===== config.mk =====
export PLATFORM = sky130hd
export DESIGN_NAME = forward_check_pipe_flat
export DESIGN_NICKNAME = d
export VERILOG_FILES = /design/src/rtl/forward_check_pipe_if.sv /design/src/rtl/forward_check_pipe.sv /design/src/flat_wrapper.sv
export SDC_FILE = /design/constraint.sdc
export NUM_CORES = 1
export LEC_CHECK = 0
export ABC_CLOCK_PERIOD_IN_PS = 3300
export CAP_MARGIN = 15
export CORE_ASPECT_RATIO = 1.5
export CORE_MARGIN = 3
export CORE_UTILIZATION = 44
export DETAILED_ROUTE_END_ITERATION = 10
export PLACE_DENSITY = 0.79
export REMOVE_ABC_BUFFERS = 1
export SLEW_MARGIN = 20
export SYNTH_ARGS = -nofsm -noshare
export SYNTH_HDL_FRONTEND = slang
export SYNTH_SLANG_ARGS = --single-unit

===== constraint.sdc =====
create_clock -name clk -period 3.3 [get_ports clk]
set_input_delay 0.33 -clock clk [delete_from_list [all_inputs] [get_ports clk]]
set_output_delay 0.33 -clock clk [all_outputs]
set_load 0.03 [all_outputs]

===== src/rtl/forward_check_pipe_if.sv =====
// Operand-forwarding check bus: source query, bypass broadcast and the registered operand result.
interface forward_check_pipe_if #(
    parameter int unsigned NUM_BYPASS        = 6,
    parameter int unsigned SIZE_PHYSICAL_LOG = 7,
    parameter int unsigned SIZE_DATA         = 32
);
    logic                                    flush_i;
    logic                                    stall_i;
    logic                                    valid_i;
    logic [SIZE_PHYSICAL_LOG-1:0]            srcReg_i;
    logic [SIZE_DATA-1:0]                    srcData_i;
    logic [NUM_BYPASS-1:0]                   bypassValid_i;
    logic [NUM_BYPASS*SIZE_PHYSICAL_LOG-1:0] bypassTag_i;
    logic [NUM_BYPASS*SIZE_DATA-1:0]         bypassData_i;
    logic                                    valid_o;
    logic [SIZE_DATA-1:0]                    dataOut_o;
    logic                                    hit_o;
    logic                                    multiHit_o;

    modport master (
        output flush_i, stall_i, valid_i, srcReg_i, srcData_i,
               bypassValid_i, bypassTag_i, bypassData_i,
        input  valid_o, dataOut_o, hit_o, multiHit_o
    );

    modport slave (
        input  flush_i, stall_i, valid_i, srcReg_i, srcData_i,
               bypassValid_i, bypassTag_i, bypassData_i,
        output valid_o, dataOut_o, hit_o, multiHit_o
    );
endinterface


===== src/rtl/forward_check_pipe.sv =====
// Pipelined operand bypass check: live bus plus DEPTH cycles of broadcast history,
// newest stage wins, lowest channel wins within a stage; result registered for the FU.
module forward_check_pipe #(
    parameter int unsigned NUM_BYPASS        = 6,
    parameter int unsigned DEPTH             = 2,
    parameter int unsigned SIZE_PHYSICAL_LOG = 7,
    parameter int unsigned SIZE_DATA         = 32
) (
    input logic                  clk,
    input logic                  reset,
    forward_check_pipe_if.slave  bus
);
    localparam int unsigned NB = NUM_BYPASS;
    localparam int unsigned TW = SIZE_PHYSICAL_LOG;
    localparam int unsigned DW = SIZE_DATA;
    localparam int unsigned HD = (DEPTH == 0) ? 1 : DEPTH;

    logic [TW-1:0] live_tag  [NB];
    logic [DW-1:0] live_data [NB];

    logic [NB-1:0] hist_valid_q [HD];
    logic [TW-1:0] hist_tag_q   [HD][NB];
    logic [DW-1:0] hist_data_q  [HD][NB];

    logic          sel_hit_c;
    logic          sel_multi_c;
    logic [DW-1:0] sel_data_c;

    logic          valid_q, valid_d;
    logic          hit_q, hit_d;
    logic          multi_q, multi_d;
    logic [DW-1:0] data_q, data_d;

    // Unpack the live bus, channel 0 in the LSBs.
    always_comb begin
        for (int k = 0; k < int'(NB); k++) begin
            live_tag[k]  = bus.bypassTag_i[k*TW +: TW];
            live_data[k] = bus.bypassData_i[k*DW +: DW];
        end
    end

    if (DEPTH > 0) begin : g_hist
        logic [NB-1:0] hist_valid_d [HD];
        logic [TW-1:0] hist_tag_d   [HD][NB];
        logic [DW-1:0] hist_data_d  [HD][NB];

        // Shift every cycle regardless of stall; this tracks register-file write timing.
        always_comb begin
            hist_valid_d[0] = bus.flush_i ? '0 : bus.bypassValid_i;
            hist_tag_d[0]   = live_tag;
            hist_data_d[0]  = live_data;
            for (int j = 1; j < int'(HD); j++) begin
                hist_valid_d[j] = bus.flush_i ? '0 : hist_valid_q[j-1];
                hist_tag_d[j]   = hist_tag_q[j-1];
                hist_data_d[j]  = hist_data_q[j-1];
            end
        end

        always_ff @(posedge clk) begin
            if (reset) begin
                for (int j = 0; j < int'(HD); j++) hist_valid_q[j] <= '0;
            end else begin
                hist_valid_q <= hist_valid_d;
            end
        end

        always_ff @(posedge clk) begin
            hist_tag_q  <= hist_tag_d;
            hist_data_q <= hist_data_d;
        end
    end else begin : g_no_hist
        always_comb begin
            for (int j = 0; j < int'(HD); j++) begin
                hist_valid_q[j] = '0;
                for (int k = 0; k < int'(NB); k++) begin
                    hist_tag_q[j][k]  = '0;
                    hist_data_q[j][k] = '0;
                end
            end
        end
    end

    // Oldest stage evaluated first so newer matching stages overwrite it.
    always_comb begin
        logic [NB-1:0] m;
        m           = '0;
        sel_data_c  = bus.srcData_i;
        sel_hit_c   = 1'b0;
        sel_multi_c = 1'b0;
        for (int s = int'(DEPTH) - 1; s >= 0; s--) begin
            for (int k = 0; k < int'(NB); k++)
                m[k] = hist_valid_q[s][k] && (hist_tag_q[s][k] == bus.srcReg_i);
            if (m != '0) begin
                sel_hit_c   = 1'b1;
                sel_multi_c = (m & (m - NB'(1))) != '0;
                for (int k = int'(NB) - 1; k >= 0; k--)
                    if (m[k]) sel_data_c = hist_data_q[s][k];
            end
        end
        for (int k = 0; k < int'(NB); k++)
            m[k] = bus.bypassValid_i[k] && (live_tag[k] == bus.srcReg_i);
        if (m != '0) begin
            sel_hit_c   = 1'b1;
            sel_multi_c = (m & (m - NB'(1))) != '0;
            for (int k = int'(NB) - 1; k >= 0; k--)
                if (m[k]) sel_data_c = live_data[k];
        end
    end

    always_comb begin
        valid_d = valid_q;
        hit_d   = hit_q;
        multi_d = multi_q;
        data_d  = data_q;
        if (bus.flush_i) begin
            valid_d = 1'b0;
            hit_d   = 1'b0;
            multi_d = 1'b0;
        end else if (!bus.stall_i) begin
            valid_d = bus.valid_i;
            data_d  = sel_data_c;
            hit_d   = sel_hit_c && bus.valid_i;
            multi_d = sel_multi_c && bus.valid_i;
        end
    end

    always_ff @(posedge clk) begin
        if (reset) begin
            valid_q <= 1'b0;
            hit_q   <= 1'b0;
            multi_q <= 1'b0;
            data_q  <= '0;
        end else begin
            valid_q <= valid_d;
            hit_q   <= hit_d;
            multi_q <= multi_d;
            data_q  <= data_d;
        end
    end

    assign bus.valid_o    = valid_q;
    assign bus.dataOut_o  = data_q;
    assign bus.hit_o      = hit_q;
    assign bus.multiHit_o = multi_q;
endmodule


===== src/flat_wrapper.sv =====
// flat-port wrapper written by rule: the top's interface ports become plain ports
module forward_check_pipe_flat 
#(
    parameter int unsigned NUM_BYPASS        = 6,
    parameter int unsigned DEPTH             = 2,
    parameter int unsigned SIZE_PHYSICAL_LOG = 7,
    parameter int unsigned SIZE_DATA         = 32
)
  (clk, reset, bus_flush_i, bus_stall_i, bus_valid_i, bus_srcReg_i, bus_srcData_i, bus_bypassValid_i, bus_bypassTag_i, bus_bypassData_i, bus_valid_o, bus_dataOut_o, bus_hit_o, bus_multiHit_o);
  forward_check_pipe_if #(.NUM_BYPASS(NUM_BYPASS), .SIZE_PHYSICAL_LOG(SIZE_PHYSICAL_LOG), .SIZE_DATA(SIZE_DATA)) bus_i ();
  input logic clk;
  input logic reset;
  input wire logic [$bits(bus_i.flush_i)-1:0] bus_flush_i;
  input wire logic [$bits(bus_i.stall_i)-1:0] bus_stall_i;
  input wire logic [$bits(bus_i.valid_i)-1:0] bus_valid_i;
  input wire logic [$bits(bus_i.srcReg_i)-1:0] bus_srcReg_i;
  input wire logic [$bits(bus_i.srcData_i)-1:0] bus_srcData_i;
  input wire logic [$bits(bus_i.bypassValid_i)-1:0] bus_bypassValid_i;
  input wire logic [$bits(bus_i.bypassTag_i)-1:0] bus_bypassTag_i;
  input wire logic [$bits(bus_i.bypassData_i)-1:0] bus_bypassData_i;
  output wire logic [$bits(bus_i.valid_o)-1:0] bus_valid_o;
  output wire logic [$bits(bus_i.dataOut_o)-1:0] bus_dataOut_o;
  output wire logic [$bits(bus_i.hit_o)-1:0] bus_hit_o;
  output wire logic [$bits(bus_i.multiHit_o)-1:0] bus_multiHit_o;
  assign bus_i.flush_i = bus_flush_i;
  assign bus_i.stall_i = bus_stall_i;
  assign bus_i.valid_i = bus_valid_i;
  assign bus_i.srcReg_i = bus_srcReg_i;
  assign bus_i.srcData_i = bus_srcData_i;
  assign bus_i.bypassValid_i = bus_bypassValid_i;
  assign bus_i.bypassTag_i = bus_bypassTag_i;
  assign bus_i.bypassData_i = bus_bypassData_i;
  assign bus_valid_o = bus_i.valid_o;
  assign bus_dataOut_o = bus_i.dataOut_o;
  assign bus_hit_o = bus_i.hit_o;
  assign bus_multiHit_o = bus_i.multiHit_o;
  forward_check_pipe #(.NUM_BYPASS(NUM_BYPASS), .DEPTH(DEPTH), .SIZE_PHYSICAL_LOG(SIZE_PHYSICAL_LOG), .SIZE_DATA(SIZE_DATA)) u_core (.clk(clk), .reset(reset), .bus(bus_i));
endmodule

# Word level (Yosys, flattened, before mapping)

Cells that the tools add are included.

Muxes and demuxes: 27
Bitwise logic cells: 5
$add $sub $neg: 3
Reduce and logical (&&, ||, !) cells: 28
Equality and inequality tests: 18

Operator list:

| kind                | number |
|---|---|
| $mux 32             | 21 |
| $eq 7x7->1          | 18 |
| $reduce_bool 6->1   | 6 |
| $logic_and 1x1->1   | 20 |
| $and 6x6->6         | 3 |
| $sub 6x1->6 const B | 3 |
| $mux 1              | 6 |
| $not 1->1           | 2 |
| $reduce_and 2->1    | 1 |
| $reduce_or 2->1     | 1 |

Output and inout bits: 35
Register bits: 515
Logic and storage cells: 111
Input bits: 284

# Depth between registers and ports, before layout

Word-level depth: 23
Gate-level depth with buffers: 14
Gate-level depth less buffers: 8

# Worst setup path after synthesis

OpenSTA, ideal clock, no wires.

Path type: input to register
Start point: in bus_srcReg_i[4]
End point: reg u_core.data_q[29], in the netlist u_core.bus.dataOut_o[29]
Stages on the path: 11
Buffers on the path: 3
Path slack: 0.669 ns
Required time: 3.183 ns
Setup time: 0.117 ns
Arrival time: 2.513 ns
Cell sequence: buf_4 buf_6 xnor2_1 nand4_2 or2_1 buf_6 a211oi_2 o31a_1 nor4_1 or4_1 a32o_1

Longest elaborated chain between the ends: 23
Elaborated cells between the ends (all ways): 60
Classes of those cells: eq/ne: 18; mux: 21; reduce/logical: 21

RTL lines:

| what                 | line                      | RTL |
|---|---|---|
| start, declared      | flat_wrapper.sv:16        | `input wire logic [$bits(bus_i.srcReg_i)-1:0] bus_srcReg_i;` |
| $eq 7x7->1           | forward_check_pipe.sv:92  | `m[k] = hist_valid_q[s][k] && (hist_tag_q[s][k] == bus.srcReg_i);` |
| $logic_and 1x1->1    | forward_check_pipe.sv:92  |  |
| $mux 32 (6 in a row) | forward_check_pipe.sv:97  | `if (m[k]) sel_data_c = hist_data_q[s][k];` |
| $mux 32              | forward_check_pipe.sv:93  | `if (m != '0) begin` |
| $mux 32 (6 in a row) | forward_check_pipe.sv:97  |  |
| $mux 32              | forward_check_pipe.sv:93  |  |
| $mux 32 (6 in a row) | forward_check_pipe.sv:106 | `if (m[k]) sel_data_c = live_data[k];` |
| $mux 32 (*)          | forward_check_pipe.sv:102 | `if (m != '0) begin` |
| end signal, assigned | forward_check_pipe.sv:137 | `data_q <= data_d;` |
| end, declared        | forward_check_pipe.sv:32  | `logic [DW-1:0] data_q, data_d;` |

Every way passes the cells marked *; elsewhere a longest branch is shown, timed or not.
A chain may end at the register's enable or synchronous reset.

# Final worst setup path

Start point: in bus_srcReg_i[4]
End point: reg u_core.data_q[9], in the netlist u_core.bus.dataOut_o[9]

Same word-level chain as after synthesis.

==> out/qor.csv <==
metric;value;unit
r2r_start;u_core.g_hist.hist_tag_d[29];
htreeDepth;2;
swShare;22.6;%
start_util;44.6;%
combPwrFrac;8.2;%
num_rows;92;
drcViolationCount;0;
drt_iter0_markers;1596;
yosys.area.top_type_share;55.0;%
p_seq_share;50.4;%
synth_cell_type_count;73;
critPathArrivalTime;3.32;ns
areaGrowthSynthToFinish;34.8;%
grt_use_total;31.5;%
hold_start;bus_bypassData_i[115];
synth_top_area_cell;dfxtp_1;
setup_tns;0;ns
clock.fmax;347;MHz
wl_met1;25600;um
status;finished clean;
tightest_slew;0.630;ns
cts_resized;0;
maxCapViolCount;0;
via_per_inst;6.01;
clkSlewWorstSetupHoldPaths;0.06;ns
vias;17400;
die_y;259;um
cts_tree;yes;
netlist_area;0.0188;mm^2
wl_met2;35800;um
grt_pass1_vias;18400;
post_cts_buffers;0;
dp_slack;-0.0479;ns
synth_area_leaders;dfxtp_1 (55%), nor2_1 (4.2%), xnor2_1 (4.2%);
peakVddDrop;0.000377;V
dr.pass1.iters;6;
setup_viol;0;
grt_max_degree;56;
root_buffer;clkbuf_16;
internal_power;0.0103;W
yosysMostFrequentCell;dfxtp_1;
ys_seq_area_share;55.0;%
drt-total-wl;74000;um
fin_skew;0.0103;ns
hpwl;54000;um
grt_pass1_wl;108000;um
fin_crit;2.88;ns
layout-drive-gt1-share;12.3;%
crit_fanout;16;
final_util;60.2;%
wl_met3;6700;um
relSlewSlack;57.7;%
ys_ff_latch;515;
port_buffers;318;
cellLeakagePower;9.94;nW
antenna_found_initial;2;
fp.dieArea;0.0452;mm^2
synth_area_per_cell;9.93;um^2
hold_depth;1;
dpl_cell_area;0.0237;mm^2
cp-end-kind;flop;
async_flop_share;0;%
nets;2579;
power.share.clock;41.4;%
p_sw;0.00303;W
final_cell_area;0.0253;mm^2
syn_inst;1888;
cts_buffers;46;
clock_latency;0.56;ns
grt_setup_unrepaired;no;
core_area;0.0420;mm^2
yosysWarnings;0;
cp_data_required_time;3.74;ns
timing.final.crit_share;87.2;%
fillerInstances;3432;
timing.final.max_slew_violations;0;
worstRegToRegCells;9;
worstSetupPathType;in -> reg;
hp-class;in -> reg;
fin_ws;0.421;ns
cp-start-kind;input pin;
gp_congestion;1.03;
topRoutingLayerUsed;met4;
cts_hold_buf;0;
synth_edf_count;0;
clockBufferDepth;3;
overflow;0;
wl_per_cell;25.5;um
power.density;529;mW/mm^2
crit_path_start;bus_srcReg_i[4];
die_width;175;um
pin_count;319;
synth.top_cells.by_count;dfxtp_1 (515), nor2_1 (208), nand2_1 (151), o21ai_0 (121), xnor2_1 (89);
ant_nets;0;
cts.sinks;515;
ys.flop_type;dfxtp_1;
hold_violations;0;
==> cell families (layout without fill, tap and decap cells) <==
family / after synthesis / after routing / synth area share [%]
and+or+nand+nor: 526 / 526 / 12.8
muxes: 25 / 25 / 1.33
DFF: 515 / 515 / 55.0
adders and majority gates: 2 / 2 / 0.107
AOI/OAI and AO/OA: 542 / 542 / 21.1
buffers and inverters: 152 / 595 / 3.81
xor gates and xnor gates: 126 / 126 / 5.89
other: 0 / 1 / 0
==> final cells by class <==
class                   count  area (um^2)  area share [%]
clock inverters            11          169           0.668
flip-flops and latches    515        10300            40.8
well taps                 564          706            2.79
inverters                  19         71.3           0.282
multi-input cells        1221         7820            30.9
repair buffers            492         4810            19.0
diodes                      1         2.50         0.00990
clock buffers              73         1390            5.49
==> cell usage in the layout, fill, tap and decap left out, drive strengths merged, types with 9 or more instances in the layout <==
cell type	synthesis	routed
a2111oi	14	14
a211o	21	21
a211oi	42	42
a21oi	56	56
a221o	20	20
a221oi	11	11
a22oi	44	44
a311oi	10	10
and2	18	18
and4	10	10
buf	47	175
clkbuf	86	73
clkdlybuf4s50	0	317
dfxtp	515	515
inv	19	19
mux2i	25	25
nand2	151	151
nand3	24	24
nand4	30	30
nor2	211	211
nor3	29	29
nor4	23	23
o211ai	12	12
o21ai	123	123
o221ai	37	37
o22a	30	30
o22ai	24	24
o311a	22	22
o311ai	21	21
or2	9	9
xnor2	89	89
xor2	37	37
==> worst max-delay path, cell delays in order <==
cell and delay [ns]:
clkdlybuf4s50_1 0.57, buf_12 0.18, buf_4 0.13, xor2_1 0.24
nor4_4 0.08, nand2_2 0.13, buf_4 0.30, nand2_1 0.30
buf_4 0.29, buf_4 0.20, a21oi_1 0.14, nor2_1 0.07
o311a_1 0.33
==> flip-flops by register name (all words and copies together) (netlist names) <==
| register | count |
|---|---|
| u_core.bus.hit_o | 1 |
| u_core.bus.multiHit_o | 1 |
| u_core.hist_valid_q | 12 |
| u_core.hist_data_q | 192 |
| u_core.bus.valid_o | 1 |
| u_core.g_hist.hist_data_d | 192 |
| u_core.g_hist.hist_tag_d | 42 |
| u_core.hist_tag_q | 42 |
| u_core.bus.dataOut_o | 32 |
==> metal layers <==
| metal | vias to the layer above | global-route usage [%] |
|---|---|---|
| met5 | - | 0 |
| met4 | 0 | 22.1 |
| met3 | 346 | 6.85 |
| met2 | 1156 | 54.3 |
| met1 | 8225 | 34.5 |
| li1 | 7686 | - |
==> power groups by stage <==
stage,Sequential [W],Combinational [W],Clock [W]
after floorplan,0.00686,0.000319,0
after global placement,0.00686,0.00105,0
final,0.00674,0.00109,0.00554
after CTS,0.00674,0.00108,0.00556
after global routing,0.00676,0.00115,0.00580
after detailed placement,0.00687,0.00107,0
==> metrics by stage <==
stage,power (W),hold slack [ns],instances
final,0.0134,0.232,2896
after global routing,0.0137,0.217,2895
after CTS,0.0134,0.219,2895
after detailed placement,0.00794,0.332,2811
after global placement,0.00791,0.332,2811
after floorplan,0.00717,0.323,1755
==> worst paths after layout <==
path	endpoint	slack, ns
worst max-delay path	u_core.bus.dataOut_o[9]	0.42
worst min-delay path	u_core.g_hist.hist_data_d[83]	0.23
worst max register to register	u_core.bus.dataOut_o[21]	0.59
worst min register to register	u_core.hist_data_q[135]	0.35
Note: power is estimated with default switching activity, not from simulation.
